### src/rtl/lsu_mem_master.sv
`default_nettype none
// ============================================================================
// Module   : lsu_mem_master
// Purpose  : Converts one load/store request at a time into a single-cycle
//            RAM access. Stores are lane-replicated with a byte mask. Loads
//            are lane-extracted and then zero- or sign-extended.
//            Sequence: IDLE -> ACCESS -> (CAPTURE, loads only) -> RESP.
// Ports    : clock/reset                   rising-edge clock, sync active-low reset
//            req_valid/req_ready           request handshake (ready only in IDLE)
//            req_wen/addr/wdata/size/unsigned  request fields
//            resp_valid/resp_ready         response handshake
//            resp_rdata/resp_err           extended load data / misalign flag
//            mem_valid/mem_wen             RAM strobe / write enable
//            mem_waddr/mem_raddr           word-aligned RAM address
//            mem_wdata/mem_wmask           lane-replicated data / byte mask
//            mem_rdata                     RAM read data (cycle after strobe)
// Options  : LSU_MISALIGN_TRAP_EN -- misaligned half/word accesses skip RAM
//            and respond with resp_err=1. If undefined, low address bits
//            are truncated.
// Revision : 1.0 - initial release
// ============================================================================
module lsu_mem_master (
  input  logic        clock,
  input  logic        reset,
  input  logic        req_valid,
  output logic        req_ready,
  input  logic        req_wen,
  input  logic [31:0] req_addr,
  input  logic [31:0] req_wdata,
  input  logic [1:0]  req_size,
  input  logic        req_unsigned,
  output logic        resp_valid,
  input  logic        resp_ready,
  output logic [31:0] resp_rdata,
  output logic        resp_err,
  output logic        mem_valid,
  output logic        mem_wen,
  output logic [31:0] mem_waddr,
  output logic [31:0] mem_raddr,
  output logic [31:0] mem_wdata,
  output logic [3:0]  mem_wmask,
  input  logic [31:0] mem_rdata
);

  localparam logic [1:0] S_IDLE    = 2'd0;
  localparam logic [1:0] S_ACCESS  = 2'd1;
  localparam logic [1:0] S_CAPTURE = 2'd2;
  localparam logic [1:0] S_RESP    = 2'd3;

  logic [1:0]  state_q, state_d;
  logic [31:0] rdata_q, rdata_d;
  logic        err_q, err_d;

  // Request fields captured on accept
  logic [31:0] addr_q;
  logic [31:0] wdata_q;
  logic [1:0]  size_q;
  logic        uns_q;
  logic        wen_q;

  logic        w_accept;
  logic        w_req_misalign;
  logic        w_is_byte;
  logic        w_is_half;
  logic [3:0]  w_mask;
  logic [31:0] w_lane_wdata;
  logic [7:0]  w_ld_byte;
  logic [15:0] w_ld_half;
  logic [31:0] w_ld_data;

  assign w_accept = (state_q == S_IDLE) && req_valid;

`ifdef LSU_MISALIGN_TRAP_EN
  // req_size[1] covers both word (2) and reserved (3), which is treated as word
  assign w_req_misalign = ((req_size == 2'd1) && req_addr[0]) ||
                          (req_size[1] && (req_addr[1:0] != 2'b00));
`else
  assign w_req_misalign = 1'b0;
`endif

  // Sizes 2 and 3 are both handled as word
  assign w_is_byte = (size_q == 2'd0);
  assign w_is_half = (size_q == 2'd1);

  // Lane mask and replicated store data. A half access ignores addr[0] and a
  // word access ignores addr[1:0], which truncates misaligned offsets.
  always_comb begin
    w_mask       = 4'b1111;
    w_lane_wdata = wdata_q;
    if (w_is_byte) begin
      w_mask       = 4'b0001 << addr_q[1:0];
      w_lane_wdata = {4{wdata_q[7:0]}};
    end else if (w_is_half) begin
      w_mask       = addr_q[1] ? 4'b1100 : 4'b0011;
      w_lane_wdata = {2{wdata_q[15:0]}};
    end
  end

  // Load lane selection and extension, using the same offsets as the mask
  always_comb begin
    w_ld_byte = mem_rdata[7:0];
    case (addr_q[1:0])
      2'd0:    w_ld_byte = mem_rdata[7:0];
      2'd1:    w_ld_byte = mem_rdata[15:8];
      2'd2:    w_ld_byte = mem_rdata[23:16];
      default: w_ld_byte = mem_rdata[31:24];
    endcase
    w_ld_half = addr_q[1] ? mem_rdata[31:16] : mem_rdata[15:0];
    if (w_is_byte) begin
      w_ld_data = {{24{~uns_q & w_ld_byte[7]}}, w_ld_byte};
    end else if (w_is_half) begin
      w_ld_data = {{16{~uns_q & w_ld_half[15]}}, w_ld_half};
    end else begin
      w_ld_data = mem_rdata;
    end
  end

  always_comb begin
    state_d = state_q;
    rdata_d = rdata_q;
    err_d   = err_q;
    case (state_q)
      S_IDLE: begin
        if (req_valid) begin
          // Clearing here makes stores and trapped accesses return 0
          rdata_d = 32'h0;
          err_d   = w_req_misalign;
          state_d = w_req_misalign ? S_RESP : S_ACCESS;
        end
      end
      S_ACCESS: begin
        state_d = wen_q ? S_RESP : S_CAPTURE;
      end
      S_CAPTURE: begin
        rdata_d = w_ld_data;
        state_d = S_RESP;
      end
      S_RESP: begin
        if (resp_ready) begin
          state_d = S_IDLE;
        end
      end
      default: begin
        state_d = S_IDLE;
      end
    endcase
  end

  always_ff @(posedge clock) begin
    if (!reset) begin
      state_q <= S_IDLE;
      rdata_q <= 32'h0;
      err_q   <= 1'b0;
    end else begin
      state_q <= state_d;
      rdata_q <= rdata_d;
      err_q   <= err_d;
    end
  end

  // The request datapath needs no reset. It is only observed after an accept.
  always_ff @(posedge clock) begin
    if (w_accept) begin
      addr_q  <= req_addr;
      wdata_q <= req_wdata;
      size_q  <= req_size;
      uns_q   <= req_unsigned;
      wen_q   <= req_wen;
    end
  end

  assign req_ready  = (state_q == S_IDLE);
  assign resp_valid = (state_q == S_RESP);
  assign resp_rdata = rdata_q;
  assign resp_err   = err_q;
  assign mem_valid  = (state_q == S_ACCESS);
  assign mem_wen    = (state_q == S_ACCESS) && wen_q;
  assign mem_wmask  = (state_q == S_ACCESS) ? w_mask : 4'b0000;
  assign mem_waddr  = {addr_q[31:2], 2'b00};
  assign mem_raddr  = {addr_q[31:2], 2'b00};
  assign mem_wdata  = w_lane_wdata;

endmodule
`default_nettype wire
### config.mk
export PLATFORM = sky130hd
export DESIGN_NAME = lsu_mem_master
export DESIGN_NICKNAME = d
export VERILOG_FILES = /design/src/rtl/lsu_mem_master.sv
export SDC_FILE = /design/constraint.sdc
export NUM_CORES = 1
export LEC_CHECK = 0
export ABC_AREA = 1
export CAP_MARGIN = 15
export CORE_MARGIN = 2
export CORE_UTILIZATION = 38
export CTS_CLUSTER_DIAMETER = 100
export DETAILED_ROUTE_END_ITERATION = 8
export PLACE_DENSITY = 0.78
export REMOVE_ABC_BUFFERS = 1
export SYNTH_ARGS = -nofsm -noshare
export SYNTH_HDL_FRONTEND = slang
export SYNTH_SLANG_ARGS = --single-unit
### constraint.sdc
create_clock -name clock -period 2.4 [get_ports clock]
set_input_delay 0.48 -clock clock [delete_from_list [all_inputs] [get_ports clock]]
set_output_delay 0.48 -clock clock [all_outputs]
set_load 0.02 [all_outputs]
* Word-level counts from Yosys, hierarchy flattened
Index checks and enable logic that the tools add are counted.
** Operators by class
- Add/sub/neg operators :: 0
- Multipliers :: 0
- Eq/ne operators :: 8
- Reductions and logical operators :: 8
- Magnitude comparators :: 0
- Shift-type cells :: 1
- Multiplexer cells :: 16
- Divide/modulo/power cells :: 0
- Bitwise gates (word level) :: 3
** Operators with widths (count)
- two-way mux 32 bit :: 5
- case mux 32 bit (2 select lines) :: 1
- case mux 8 bit (3 select lines) :: 1
- two-way mux 16 bit :: 1
- two-way mux 4 bit :: 4
- case mux 2 bit (4 select lines) :: 1
- == test 2 x 1 -> 1 bit (second input constant) :: 3
- == test 2 bit (second input constant) :: 3
- logical NOT 2 bit :: 3
- two-way mux 2 bit :: 2
- AND reduction 2 bit :: 2
- << shifter 1 x 2 -> 4 bit (first input constant) :: 1
- bitwise AND 1 bit :: 2
- logical AND 1 bit :: 2
- inequality test 2 x 1 -> 1 bit (second input constant) :: 1
- inequality test 2 bit (second input constant) :: 1
- nonzero test 2 bit :: 1
- two-way mux 1 bit :: 1
- NOT 1 bit :: 1
** Word-level totals
- Memory bits (read-only) :: 0
- Input port bits :: 104
- RAM bits :: 0
- Output and inout bits :: 137
- Register bits after elaboration :: 102
- Logic and storage cells :: 43
- Bits in latches :: 0
- Memories kept :: 0

* Logic depth before layout (Yosys ltp)
Gate-level depths: netlist of the first run.
- Word-level depth :: 5
- Mapped depth :: 11
- Depth with buffers taken out :: 9

* Worst setup path before layout of the first run
OpenSTA, ideal clock, no wires.
- Path kind :: register -> register
- From :: reg state_q[0]
- To :: reg addr_q[0] (enable)
- Arrival :: 2.150 ns
- Cell stages (with the launch flop) :: 5
- Path buffers :: 0
- Required time :: 1.978 ns
- Setup time :: 0.422 ns
- Clock period less this slack :: 2.572 ns
- Slack :: -0.172 ns
- Path through :: dfxtp_1 > inv_1 > ha_1 > nand2_1 > inv_1
** Between the ends
- Word-level cells in the longest chain between the ends :: 2
** RTL lines
- start, declared :: line 50 : logic [1:0] state_q, state_d;
- start signal, assigned :: line 155 : state_q <= state_d;
- logical NOT 2 bit
- named net req_ready :: line 26 : output logic req_ready,
- logical AND 1 bit :: line 71 : assign w_accept = (state_q == S_IDLE) && req_valid;
- named net w_accept :: line 61 : logic w_accept;
- end signal, assigned :: line 164 : addr_q <= req_addr;
- end, declared :: line 55 : logic [31:0] addr_q;
The timed path passes the listed nets, and every way through them passes these cells.
A chain may end at the register's enable or synchronous reset.

* Final worst setup path of the first run
- From :: reg size_q[1]
- To :: out mem_wmask[3]
** Between the ends
- Word-level cells in the longest chain between the ends :: 4
- Elaborated cells between the ends (all ways) :: 5
- Those cells by class :: eq/ne (1); mux (3); reduce/logical (1)
** RTL lines
- start, declared :: line 57 : logic [1:0] size_q;
- start signal, assigned :: line 166 : size_q <= req_size;
- == test 2 x 1 -> 1 bit :: line 83 : assign w_is_half = (size_q == 2'd1);
- two-way mux 4 bit :: line 93 : end else if (w_is_half) begin
- two-way mux 4 bit (*) :: line 90 : if (w_is_byte) begin
- two-way mux 4 bit (*) :: line 178 : assign mem_wmask = (state_q == S_ACCESS) ? w_mask : 4'b0000;
- end, declared :: line 41 : output logic [3:0] mem_wmask,
Mark *: on every way between the ends. The rest lies on a longest branch, timed or not.

==> results of run 1 <==
[path summary, 6_finish.rpt]
kind                            slack [ns]              to  cells after the start            from
worst max-delay path                  0.07    mem_wmask[3]                      7       size_q[1]
worst min-delay path                  0.47  resp_rdata[28]                      2  resp_rdata[28]
worst max register to register        0.48  resp_rdata[24]                     10      state_q[0]
worst min register to register        0.47  resp_rdata[28]                      2  resp_rdata[28]
[power by group]
part,switching (W),total [W],leakage (nW),internal [W]
sequential,0.000240,0.00260,0.919,0.00236
combinational,0.00210,0.00353,1.82,0.00143
clock,0.000645,0.00134,0.126,0.000700
total,0.00298,0.00747,2.87,0.00449
[stage by stage]
stage / total power (W) / area (um2) / std cells
final: 0.00747 / 7460 / 906
after global routing: 0.00789 / 7460 / 906
after CTS: 0.00754 / 7470 / 906
after detailed placement: 0.00625 / 7200 / 887
after global placement: 0.00617 / 7200 / 887
after floorplan: 0.00442 / 4450 / 457
[placed cells by master, fill, tap and decap left out, types with 2 or more instances in the layout]
cell             instances
nor2_4                   3
nor2_1                  24
clkdlybuf4s50_1        207
nand2_2                 14
inv_2                    2
nand3_1                 16
clkbuf_2                 4
dfxtp_1                 34
o21ai_1                  2
clkinvlp_4               2
conb_1                   5
clkdlybuf4s15_1          5
o21ai_0                 34
buf_4                   21
nand4_1                 14
nand2_1                145
buf_12                   2
edfxtp_1                68
o211ai_1                12
clkinv_4                 3
nand3_2                  4
dlygate4sd2_1           19
a31oi_1                  2
inv_1                   28
ha_1                     4
a21oi_2                 12
clkbuf_16                9
nand3b_1                 4
a21oi_1                 25
[tightest hold or removal path, cell delays in order (launching register included)]
cell     delay (ns)
dfxtp_1        0.31
nand2_1        0.06
a21oi_1        0.05
[flip-flops by register name (all words and copies together) (netlist names)]
signal      flops
state_q         2
wdata_q        32
size_q          2
wen_q           1
uns_q           1
resp_rdata     32
addr_q         32
[metal layers]
metal  part of all wire [%]  global-route usage, %
met1                     38                   24.5
met3                    8.8                   7.17
met4                    1.8                   6.54
met2                     52                   40.7
met5                      0                      0
[kinds of logic after synthesis]
logic type                 after synthesis  synth area share (%)
buffers and inverters                  130                  16.5
adders and majority gates                4                 0.967
and+or+nand+nor                        227                  19.9
DFF                                    102                  52.6
other                                    1                0.0725
AOI/OAI and AO/OA                       88                  10.0
[timing repair]
| action | in CTS | in global routing |
|---|---|---|
| endpoints found under the setup margin | 28 | 11 |
| buffers inserted | 4 | 0 |
| resized for setup | 30 | 15 |
[layout make-up]
type / count / share of cell area [%]
clock inverters: 5 / 0.503
inverters: 31 / 1.61
repair buffers: 258 / 33.6
well taps: 176 / 2.95
flip-flops and latches: 102 / 36.5
multi-input cells: 324 / 21.7
clock buffers: 10 / 3.07
==> flow_summary.json, run 1 <==
{
  "n_antenna_cell": 0,
  "drt_iter0_drc": 480,
  "finalCritPeriodShare_pct": 97.1,
  "status": "complete, no violations",
  "wl_per_cell_um": 18.0,
  "avgSynthCellArea_um2": 9.37,
  "cp_cell_sequence": "buf_4, nor2_4, buf_12, nand2_1, inv_1, nor2_1, dlygate4sd2_1",
  "yosys.area.top_type": "edfxtp_1",
  "grt_usage_pct": 22.3,
  "ys_warn_count": 0,
  "core.rowCount": 42,
  "power_density_nw_per_um2": 1000,
  "regArea_um2": 2720,
  "grt_pass1_vias": 4637,
  "grt_start_max_net_pins": 69,
  "htree_levels": 3,
  "synthCells": 552,
  "antenna_found_initial": 0,
  "fillers": 1135,
  "synth-seq-cells": 102,
  "drc": 0,
  "startpoint_type": "flip-flop",
  "io_pins": 241,
  "drt-total-wl_um": 16300,
  "cts-root-buf": "clkbuf_16",
  "initial_core_util_pct": 38.9,
  "cpMaxStageDelayCell": "edfxtp_1",
  "dp_worst_setup_slack_ns": 0.126,
  "die_area_um2": 14600,
  "multi_input_area_um2": 1620,
  "cts.clk_slew.worst_paths_ns": 0.07,
  "p_leak_nw": 2.87,
  "final_max_slew_viol_count": 0,
  "ys_types": 32,
  "setup_tns_ns": 0,
  "synth_edf_count": 68,
  "yosysMostFrequentCell": "nand2_1",
  "ant_nets": 0,
  "num_vias": 4566,
  "async_reset_ff_share_pct": 0,
  "grt_pass1_wl_um": 24600,
  "yosys-top-cells-count": "nand2_1 (146), buf_4 (79), edfxtp_1 (68)",
  "synth_ff_type": "edfxtp_1",
  "clock-sinks": 102,
  "max_stage_delay_ns": 0.48,
  "synth_top_area_share_pct": 39.5,
  "critPathBufInv": 4,
  "setup-violations-final": 0,
  "synthesis.area_um2": 5170,
  "cts_tree": "done",
  "clockBufferDepth": 2,
  "grt_overflow": 0,
  "final_util_pct": 56.1,
  "fin_crit_ns": 2.33,
  "portBuffers": 235,
  "post-dp-hpwl_um": 12100,
  "vias_per_cell": 5.04,
  "fin_nets": 834,
  "insertion_delay_ns": 0.35,
  "rsz0062_at_grt": "true",
  "critPathMaxFanout": 19,
  "hold_buffers": 0,
  "vdd_drop_max_mv": 0.596,
  "drive_above_1_share_pct": 11.0,
  "cp.required_ns": 1.92,
  "gp_congestion": 0.866,
  "dr.pass1.iters": 5,
  "synthTopCellsByArea": "edfxtp_1 (39%), dfxtp_1 (13%), buf_4 (11%)",
  "syn_to_final_growth_pct": 44.1,
  "path_class": "flip-flop to primary output",
  "die_w_um": 121,
  "synth_seq_area_share_pct": 52.6,
  "worst_hold_slack_ns": 0.466,
  "die_h_um": 121,
  "fin_skew_ns": 0.0117,
  "fmax_mhz": 429,
  "core_area_um2": 13300,
  "cpLargestDelayFamily": "buffers and inverters",
  "cts_made_buffers": 9,
  "finalHoldViolCount": 0,
  "fin_ws_ns": 0.0690,
  "end_kind": "primary output",
  "drv_cap": 0,
  "hp-class": "flip-flop to flip-flop",
  "worstPathArrival_ns": 1.85
}
Power figures use the tool's default switching activity.
==> run 2: changes to the inputs <==
- CAP_MARGIN: 15 -> 20
==> results of run 2 <==
Final layout, timing and power as in run 1 (identical DEF).
